--- src/rtl/led_matrix_scanner_pkg.sv ---
// Shared definitions for the LED matrix scanner: default geometry, FSM state
// encoding and the brightness code that forces the PWM fully on.
package led_matrix_scanner_pkg;

  localparam int ROWS_DEF = 6;
  localparam int COLS_DEF = 6;

  localparam logic [3:0] BRI_FULL = 4'd15;

  typedef enum logic {
    ST_BLANK = 1'b0,
    ST_DRIVE = 1'b1
  } scan_state_e;

  function automatic int max2(input int a, input int b);
    return (a > b) ? a : b;
  endfunction

endpackage

--- src/rtl/led_matrix_scanner_if.sv ---
// User-side bus of the scanner: back-buffer row writes, frame swap handshake,
// global brightness and the frame-boundary strobe.
interface led_matrix_scanner_if
  import led_matrix_scanner_pkg::*;
#(
  parameter int COLS = COLS_DEF
);

  logic            wr_en;
  logic [2:0]      wr_row;
  logic [COLS-1:0] wr_data;
  logic            swap_req;
  logic            swap_ack;
  logic [3:0]      brightness;
  logic            frame_done;

  modport master (
    output wr_en, wr_row, wr_data, swap_req, brightness,
    input  swap_ack, frame_done
  );

  modport slave (
    input  wr_en, wr_row, wr_data, swap_req, brightness,
    output swap_ack, frame_done
  );

endinterface

--- src/rtl/led_matrix_scanner_fb.sv ---
// Double-buffered frame store. User writes always land in the back bank; the
// scanner reads the front bank one row at a time. A flip swaps the roles.
module led_matrix_fb
  import led_matrix_scanner_pkg::*;
#(
  parameter int ROWS   = ROWS_DEF,
  parameter int COLS   = COLS_DEF,
  parameter int RIDX_W = $clog2(ROWS)
) (
  input  logic              i_clk,
  input  logic              i_rst,
  input  logic              i_wr_en,
  input  logic [2:0]        i_wr_row,
  input  logic [COLS-1:0]   i_wr_data,
  input  logic              i_flip,
  input  logic [RIDX_W-1:0] i_rd_row,
  output logic [COLS-1:0]   o_rd_data
);

  logic [COLS-1:0] r_bank [2][ROWS];
  logic            r_front;
  logic            w_wr_ok;

  // Out-of-range row indices are dropped rather than aliased onto a real row.
  assign w_wr_ok   = i_wr_en && (32'(i_wr_row) < 32'(ROWS));
  assign o_rd_data = r_bank[r_front][i_rd_row];

  // Bank storage and front-bank select; a write in the flip cycle still uses
  // the pre-flip back bank, so it becomes visible in the new front.
  always_ff @(posedge i_clk) begin
    if (i_rst) begin
      r_front <= 1'b0;
      for (int b = 0; b < 2; b++) begin
        for (int r = 0; r < ROWS; r++) begin
          r_bank[b][r] <= '0;
        end
      end
    end else begin
      if (w_wr_ok) begin
        r_bank[~r_front][i_wr_row] <= i_wr_data;
      end
      if (i_flip) begin
        r_front <= ~r_front;
      end
    end
  end

endmodule

--- src/rtl/led_matrix_scanner.sv ---
// Row-scan refresh controller for the LED matrix: alternates a blanking gap and
// a row drive window, applies global PWM brightness, and exchanges frame
// buffers on request at frame boundaries.
//
//   state    | meaning
//   ---------+--------------------------------------------------------------
//   ST_BLANK | all LEDs off for BLANK_CYCLES before the current row
//   ST_DRIVE | row_idx driven for ROW_CYCLES, columns gated by PWM
module led_matrix_scanner
  import led_matrix_scanner_pkg::*;
#(
  parameter int ROWS         = ROWS_DEF,
  parameter int COLS         = COLS_DEF,
  parameter int ROW_CYCLES   = 2000,
  parameter int BLANK_CYCLES = 16
) (
  input  logic                 i_clk,
  input  logic                 i_rst,
  led_matrix_scanner_if.slave  bus,
  output logic [ROWS-1:0]      o_row,
  output logic [COLS-1:0]      o_col
);

  localparam int CNT_W  = $clog2(max2(ROW_CYCLES, BLANK_CYCLES));
  localparam int RIDX_W = $clog2(ROWS);

  localparam logic [CNT_W-1:0]  BLANK_LAST = CNT_W'(BLANK_CYCLES - 1);
  localparam logic [CNT_W-1:0]  DRIVE_LAST = CNT_W'(ROW_CYCLES - 1);
  localparam logic [RIDX_W-1:0] ROW_LAST   = RIDX_W'(ROWS - 1);

  scan_state_e       r_state;
  scan_state_e       w_state_nxt;
  logic [CNT_W-1:0]  r_dwell;
  logic [CNT_W-1:0]  w_dwell_nxt;
  logic [RIDX_W-1:0] r_row_idx;
  logic [RIDX_W-1:0] w_row_idx_nxt;
  logic              w_boundary;
  logic              w_drive_start;

  logic [3:0]        r_pwm_cnt;
  logic [3:0]        r_bri_q;
  logic              w_lit;

  logic              w_flip;
  logic [COLS-1:0]   w_front_row;
  logic [ROWS-1:0]   w_row_onehot;

  logic [ROWS-1:0]   r_row;
  logic [COLS-1:0]   r_col;
  logic              r_frame_done;
  logic              r_swap_ack;

  assign w_drive_start = (r_state == ST_BLANK) && (w_state_nxt == ST_DRIVE);
  assign w_flip        = w_boundary && bus.swap_req;
  assign w_lit         = (r_bri_q == BRI_FULL) || (r_pwm_cnt < r_bri_q);
  assign w_row_onehot  = ROWS'(1) << r_row_idx;

  led_matrix_fb #(
    .ROWS   (ROWS),
    .COLS   (COLS),
    .RIDX_W (RIDX_W)
  ) u_fb (
    .i_clk     (i_clk),
    .i_rst     (i_rst),
    .i_wr_en   (bus.wr_en),
    .i_wr_row  (bus.wr_row),
    .i_wr_data (bus.wr_data),
    .i_flip    (w_flip),
    .i_rd_row  (r_row_idx),
    .o_rd_data (w_front_row)
  );

  // Scan state, phase dwell counter and current row index.
  always_ff @(posedge i_clk) begin
    if (i_rst) begin
      r_state   <= ST_BLANK;
      r_dwell   <= '0;
      r_row_idx <= '0;
    end else begin
      r_state   <= w_state_nxt;
      r_dwell   <= w_dwell_nxt;
      r_row_idx <= w_row_idx_nxt;
    end
  end

  // Phase sequencing; the last DRIVE cycle of the last row is the frame boundary.
  always_comb begin
    w_state_nxt   = r_state;
    w_dwell_nxt   = r_dwell + CNT_W'(1);
    w_row_idx_nxt = r_row_idx;
    w_boundary    = 1'b0;
    case (r_state)
      ST_BLANK: begin
        if (r_dwell == BLANK_LAST) begin
          w_state_nxt = ST_DRIVE;
          w_dwell_nxt = '0;
        end
      end
      ST_DRIVE: begin
        if (r_dwell == DRIVE_LAST) begin
          w_state_nxt = ST_BLANK;
          w_dwell_nxt = '0;
          if (r_row_idx == ROW_LAST) begin
            w_row_idx_nxt = '0;
            w_boundary    = 1'b1;
          end else begin
            w_row_idx_nxt = r_row_idx + RIDX_W'(1);
          end
        end
      end
      default: begin
        w_state_nxt = ST_BLANK;
        w_dwell_nxt = '0;
      end
    endcase
  end

  // PWM phase restarts and brightness is latched at each row start, so a
  // brightness change never splits a row.
  always_ff @(posedge i_clk) begin
    if (i_rst) begin
      r_pwm_cnt <= '0;
      r_bri_q   <= '0;
    end else if (w_drive_start) begin
      r_pwm_cnt <= '0;
      r_bri_q   <= bus.brightness;
    end else if (r_state == ST_DRIVE) begin
      r_pwm_cnt <= r_pwm_cnt + 4'd1;
    end
  end

  // Registered pin drive: one cycle behind the scan state.
  always_ff @(posedge i_clk) begin
    if (i_rst) begin
      r_row <= '0;
      r_col <= '1;
    end else if (r_state == ST_DRIVE) begin
      r_row <= w_row_onehot;
      r_col <= ~(w_front_row & {COLS{w_lit}});
    end else begin
      r_row <= '0;
      r_col <= '1;
    end
  end

  // Frame-boundary and swap-acknowledge strobes.
  always_ff @(posedge i_clk) begin
    if (i_rst) begin
      r_frame_done <= 1'b0;
      r_swap_ack   <= 1'b0;
    end else begin
      r_frame_done <= w_boundary;
      r_swap_ack   <= w_flip;
    end
  end

  assign o_row          = r_row;
  assign o_col          = r_col;
  assign bus.frame_done = r_frame_done;
  assign bus.swap_ack   = r_swap_ack;

endmodule

--- src/flat_wrapper.sv ---
// flat-port wrapper written by rule: the top's interface ports become plain ports
module led_matrix_scanner_flat import led_matrix_scanner_pkg::*;
#(
  parameter int ROWS         = ROWS_DEF,
  parameter int COLS         = COLS_DEF,
  parameter int ROW_CYCLES   = 2000,
  parameter int BLANK_CYCLES = 16
)
  (i_clk, i_rst, o_row, o_col, bus_wr_en, bus_wr_row, bus_wr_data, bus_swap_req, bus_brightness, bus_swap_ack, bus_frame_done);
  led_matrix_scanner_if #(.COLS(COLS)) bus_i ();
  input  logic i_clk;
  input  logic i_rst;
  output logic [ROWS-1:0] o_row;
  output logic [COLS-1:0] o_col;
  input wire logic [$bits(bus_i.wr_en)-1:0] bus_wr_en;
  input wire logic [$bits(bus_i.wr_row)-1:0] bus_wr_row;
  input wire logic [$bits(bus_i.wr_data)-1:0] bus_wr_data;
  input wire logic [$bits(bus_i.swap_req)-1:0] bus_swap_req;
  input wire logic [$bits(bus_i.brightness)-1:0] bus_brightness;
  output wire logic [$bits(bus_i.swap_ack)-1:0] bus_swap_ack;
  output wire logic [$bits(bus_i.frame_done)-1:0] bus_frame_done;
  assign bus_i.wr_en = bus_wr_en;
  assign bus_i.wr_row = bus_wr_row;
  assign bus_i.wr_data = bus_wr_data;
  assign bus_i.swap_req = bus_swap_req;
  assign bus_i.brightness = bus_brightness;
  assign bus_swap_ack = bus_i.swap_ack;
  assign bus_frame_done = bus_i.frame_done;
  led_matrix_scanner #(.ROWS(ROWS), .COLS(COLS), .ROW_CYCLES(ROW_CYCLES), .BLANK_CYCLES(BLANK_CYCLES)) u_core (.i_clk(i_clk), .i_rst(i_rst), .bus(bus_i), .o_row(o_row), .o_col(o_col));
endmodule
--- config.mk ---
export PLATFORM = sky130hd
export DESIGN_NAME = led_matrix_scanner_flat
export DESIGN_NICKNAME = d
export VERILOG_FILES = /design/src/rtl/led_matrix_scanner_pkg.sv /design/src/rtl/led_matrix_scanner_if.sv /design/src/rtl/led_matrix_scanner_fb.sv /design/src/rtl/led_matrix_scanner.sv /design/src/flat_wrapper.sv
export SDC_FILE = /design/constraint.sdc
export NUM_CORES = 1
export LEC_CHECK = 0
export BUFFER_PORTS_ARGS = -buffer_cell sky130_fd_sc_hd__buf_2
export CAP_MARGIN = 15
export CORE_MARGIN = 3
export CORE_UTILIZATION = 53
export DETAILED_ROUTE_END_ITERATION = 8
export GPL_TIMING_DRIVEN = 0
export HOLD_SLACK_MARGIN = 0.08
export PLACE_DENSITY = 0.76
export SYNTH_ARGS = -nofsm -noshare
export SYNTH_HDL_FRONTEND = slang
export SYNTH_HIERARCHICAL = 1
export SYNTH_SLANG_ARGS = --single-unit
--- constraint.sdc ---
create_clock -name i_clk -period 2.8 [get_ports i_clk]
set_clock_uncertainty 0.15 [all_clocks]
set_input_delay 0.42 -clock i_clk [delete_from_list [all_inputs] [get_ports i_clk]]
set_output_delay 0.42 -clock i_clk [all_outputs]
set_load 0.03 [all_outputs]
==> impl_metrics.json <==
{
  "io_pins": 31,
  "max_freq_ghz": 0.4228,
  "synth_flop_cell": "edfxtp_1",
  "num_vias": 2986,
  "dpl-instance-area_mm2": 0.005085,
  "final.fill_count": 723,
  "crit_fanout": 6,
  "synth.avg_cell_area_um2": 13.04,
  "htreeDepth": 3,
  "ys_warn_count": 6,
  "hpwl_mm": 6.706,
  "grt_pass1_wl_mm": 15.15,
  "period_needed_ns": 2.365,
  "numPortBuffers": 30,
  "max_cap_viol_count": 0,
  "drtAntennaViolNets": 0,
  "drive_gt1_frac": 0.2289,
  "numCtsBuffers": 9,
  "start_util": 0.5477,
  "ir_drop_mv": 0.2820,
  "startpoint": "u_core/r_dwell[0]$_SDFF_PP0_",
  "ys_types": 41,
  "timing.rr.start": "u_core/r_dwell[0]$_SDFF_PP0_",
  "die_y_um": 101.2,
  "gr-total-overflow": 0,
  "p_leak_nw": 1.814,
  "grt_use_met2": 0.3199,
  "cts_setup_buffers": 0,
  "grt_max_degree": 20,
  "fp.dieW_um": 101.2,
  "finalSetupViolCount": 0,
  "layout_commonest_cell": "edfxtp_1",
  "synth-edff-count": 72,
  "firstDrtPassIters": 4,
  "routed_wl_mm": 9.375,
  "pre_cts_ws_ns": 0.2493,
  "hold_violations": 0,
  "path_clk_slew_ns": 0.10,
  "core_mm2": 0.008763,
  "rows": 34,
  "cp.arrival_ns": 2.48,
  "worstPathRequired_ns": 2.91,
  "met3_usage": 0.04408,
  "hp-start": "bus_brightness[0]",
  "drc": 0,
  "antenna_found_initial": 0,
  "cts_tree": "yes",
  "fin_area_mm2": 0.005273,
  "cts.sink_count": 111,
  "syn_inst": 368,
  "insertedDiodeCount": 0,
  "maxSlewHeadroom": 0.1949,
  "final_util": 0.6017,
  "path_class": "flop to flop",
  "grt_usage": 0.1979,
  "ys_seq_elements": 111,
  "top_usage_layer": "met2",
  "slew_viol_final": 0,
  "cp-end-kind": "flop",
  "hp-class": "input pin to flop",
  "post_cts_resized": 0,
  "clockBufferDepth": 2,
  "clock_latency_ns": 0.36,
  "startpoint_type": "flop",
  "via_per_inst": 5.709,
  "powerDensity_mw_per_mm2": 534.4,
  "layout_setup_ws_ns": 0.4349,
  "netlist_area_mm2": 0.004800,
  "grt_pass1_vias": 2976,
  "fin_nets": 432,
  "use_met1": 0.2716,
  "syn-num-nets": 390,
  "setup_tns_ns": 0,
  "outcome": "complete, no violations",
  "rsz0062_at_grt": "false",
  "drt_iter0_drc": 134,
  "die_area_mm2": 0.01023,
  "final_cell_mix": "edfxtp_1, and2_1, dfxtp_1, nor2_1, buf_2",
  "cts_root_buf": "clkbuf_8",
  "min_period_over_period": 0.8447,
  "ys_seq_area_frac": 0.6131,
  "area_growth_syn_to_layout_pct": 9.854,
  "wl_per_cell_um": 17.93,
  "cts-hold-fix-buffers": 0,
  "place.gp.congestion": 0.8536,
  "worst_pin_slew_ns": 1.195,
  "synthArstFlopShare": 0
}
==> layout make-up <==
cell class | count | area, µm² | area share
Sequential cell | 111 | 2943 | 0.5581
Multi-Input combinational cell | 238 | 1757 | 0.3332
Timing Repair Buffer | 31 | 155.1 | 0.02943
Tap cell | 108 | 135.1 | 0.02563
Clock buffer | 9 | 123.9 | 0.02349
Buffer | 10 | 66.31 | 0.01258
Clock inverter | 7 | 58.81 | 0.01115
Inverter | 9 | 33.78 | 0.006407
==> synth_stat cells, types with 3 or more instances <==
cell type,count,area (µm²)
mux4_2,12,270.3
o21ai_0,8,40.04
o22ai_1,8,50.05
or2_2,7,43.79
nand2_1,17,63.81
xnor2_1,9,78.83
clkbuf_1,4,15.01
nor3_2,4,40.04
o211ai_1,6,45.04
mux2i_1,6,60.06
buf_6,3,33.78
nor4_1,4,25.02
mux2_2,13,146.4
edfxtp_1,72,2162
inv_1,9,33.78
nor3_1,11,55.05
nand3_1,6,30.03
dfxtp_1,39,780.8
ha_1,5,62.56
and2_1,49,306.5
nor2_1,33,123.9
xor2_1,3,26.28
nand4_1,3,18.77
nand2b_1,8,50.05
o31ai_1,7,52.55
==> logic make-up after synthesis <==
family	share of synthesized area
buffers and inverters	0.02085
AO/OA/AOI/OAI	0.04771
flip-flops	0.6131
adder cells (fa/ha/maj)	0.01303
multiplexers	0.09932
AND/OR/NAND/NOR	0.1840
XOR/XNOR	0.02190
==> worst max-delay path, stage by stage (launching register included) <==
cell and delay, ns:
dfxtp_1 0.38, ha_1 0.23, nand4b_1 0.31, nor4_1 0.59, nand4b_1 0.19, nor2_1 0.18
xnor2_1 0.16, nor2_1 0.06
==> routing by layer <==
layer,up-vias,share of wire
met2,86,0.49
met1,1463,0.45
met4,0,0.013
met3,10,0.052
li1,1427,-
met5,-,0
==> final timing paths <==
check	depth (start not counted)	endpoint	slack, ns
worst max-delay path	7	u_core/u_fb/r_front$_SDFFE_PP0P_	0.43
worst min-delay path	3	u_core/r_bri_q[0]$_SDFFE_PP0P_	0.15
worst max register to register	7	u_core/u_fb/r_front$_SDFFE_PP0P_	0.43
worst min register to register	1	u_core/r_dwell[0]$_SDFF_PP0_	0.33
==> through the flow <==
step / hold slack, ns / power [mW] / instances
5_1_grt: 0.1550 / 2.922 / 523
6_report: 0.1451 / 2.817 / 523
2_1_floorplan: 0.2760 / 1.915 / 368
4_1_cts: 0.1349 / 2.834 / 522
3_3_place_gp: 0.2867 / 1.967 / 506
3_5_place_dp: 0.3087 / 1.975 / 506
==> power breakdown <==
group | total [mW] | internal [mW] | switching (mW)
registers | 1.82 | 1.80 | 0.0200
logic | 0.114 | 0.0383 | 0.0758
clock network | 0.880 | 0.333 | 0.547
==> registers in the layout (all words and copies together), names as in the netlist, named ones only <==
name / flops
u_core/u_fb/r_bank: 72
u_core/r_dwell: 11
u_core/o_col: 6
u_core/o_row: 6
u_core/r_bri_q: 4
u_core/r_pwm_cnt: 4
u_core/r_row_idx: 3
u_core/bus.frame_done: 1
u_core/bus.swap_ack: 1
u_core/r_state: 1
u_core/u_fb/r_front: 1
Note: power is estimated with default switching activity, not from simulation.
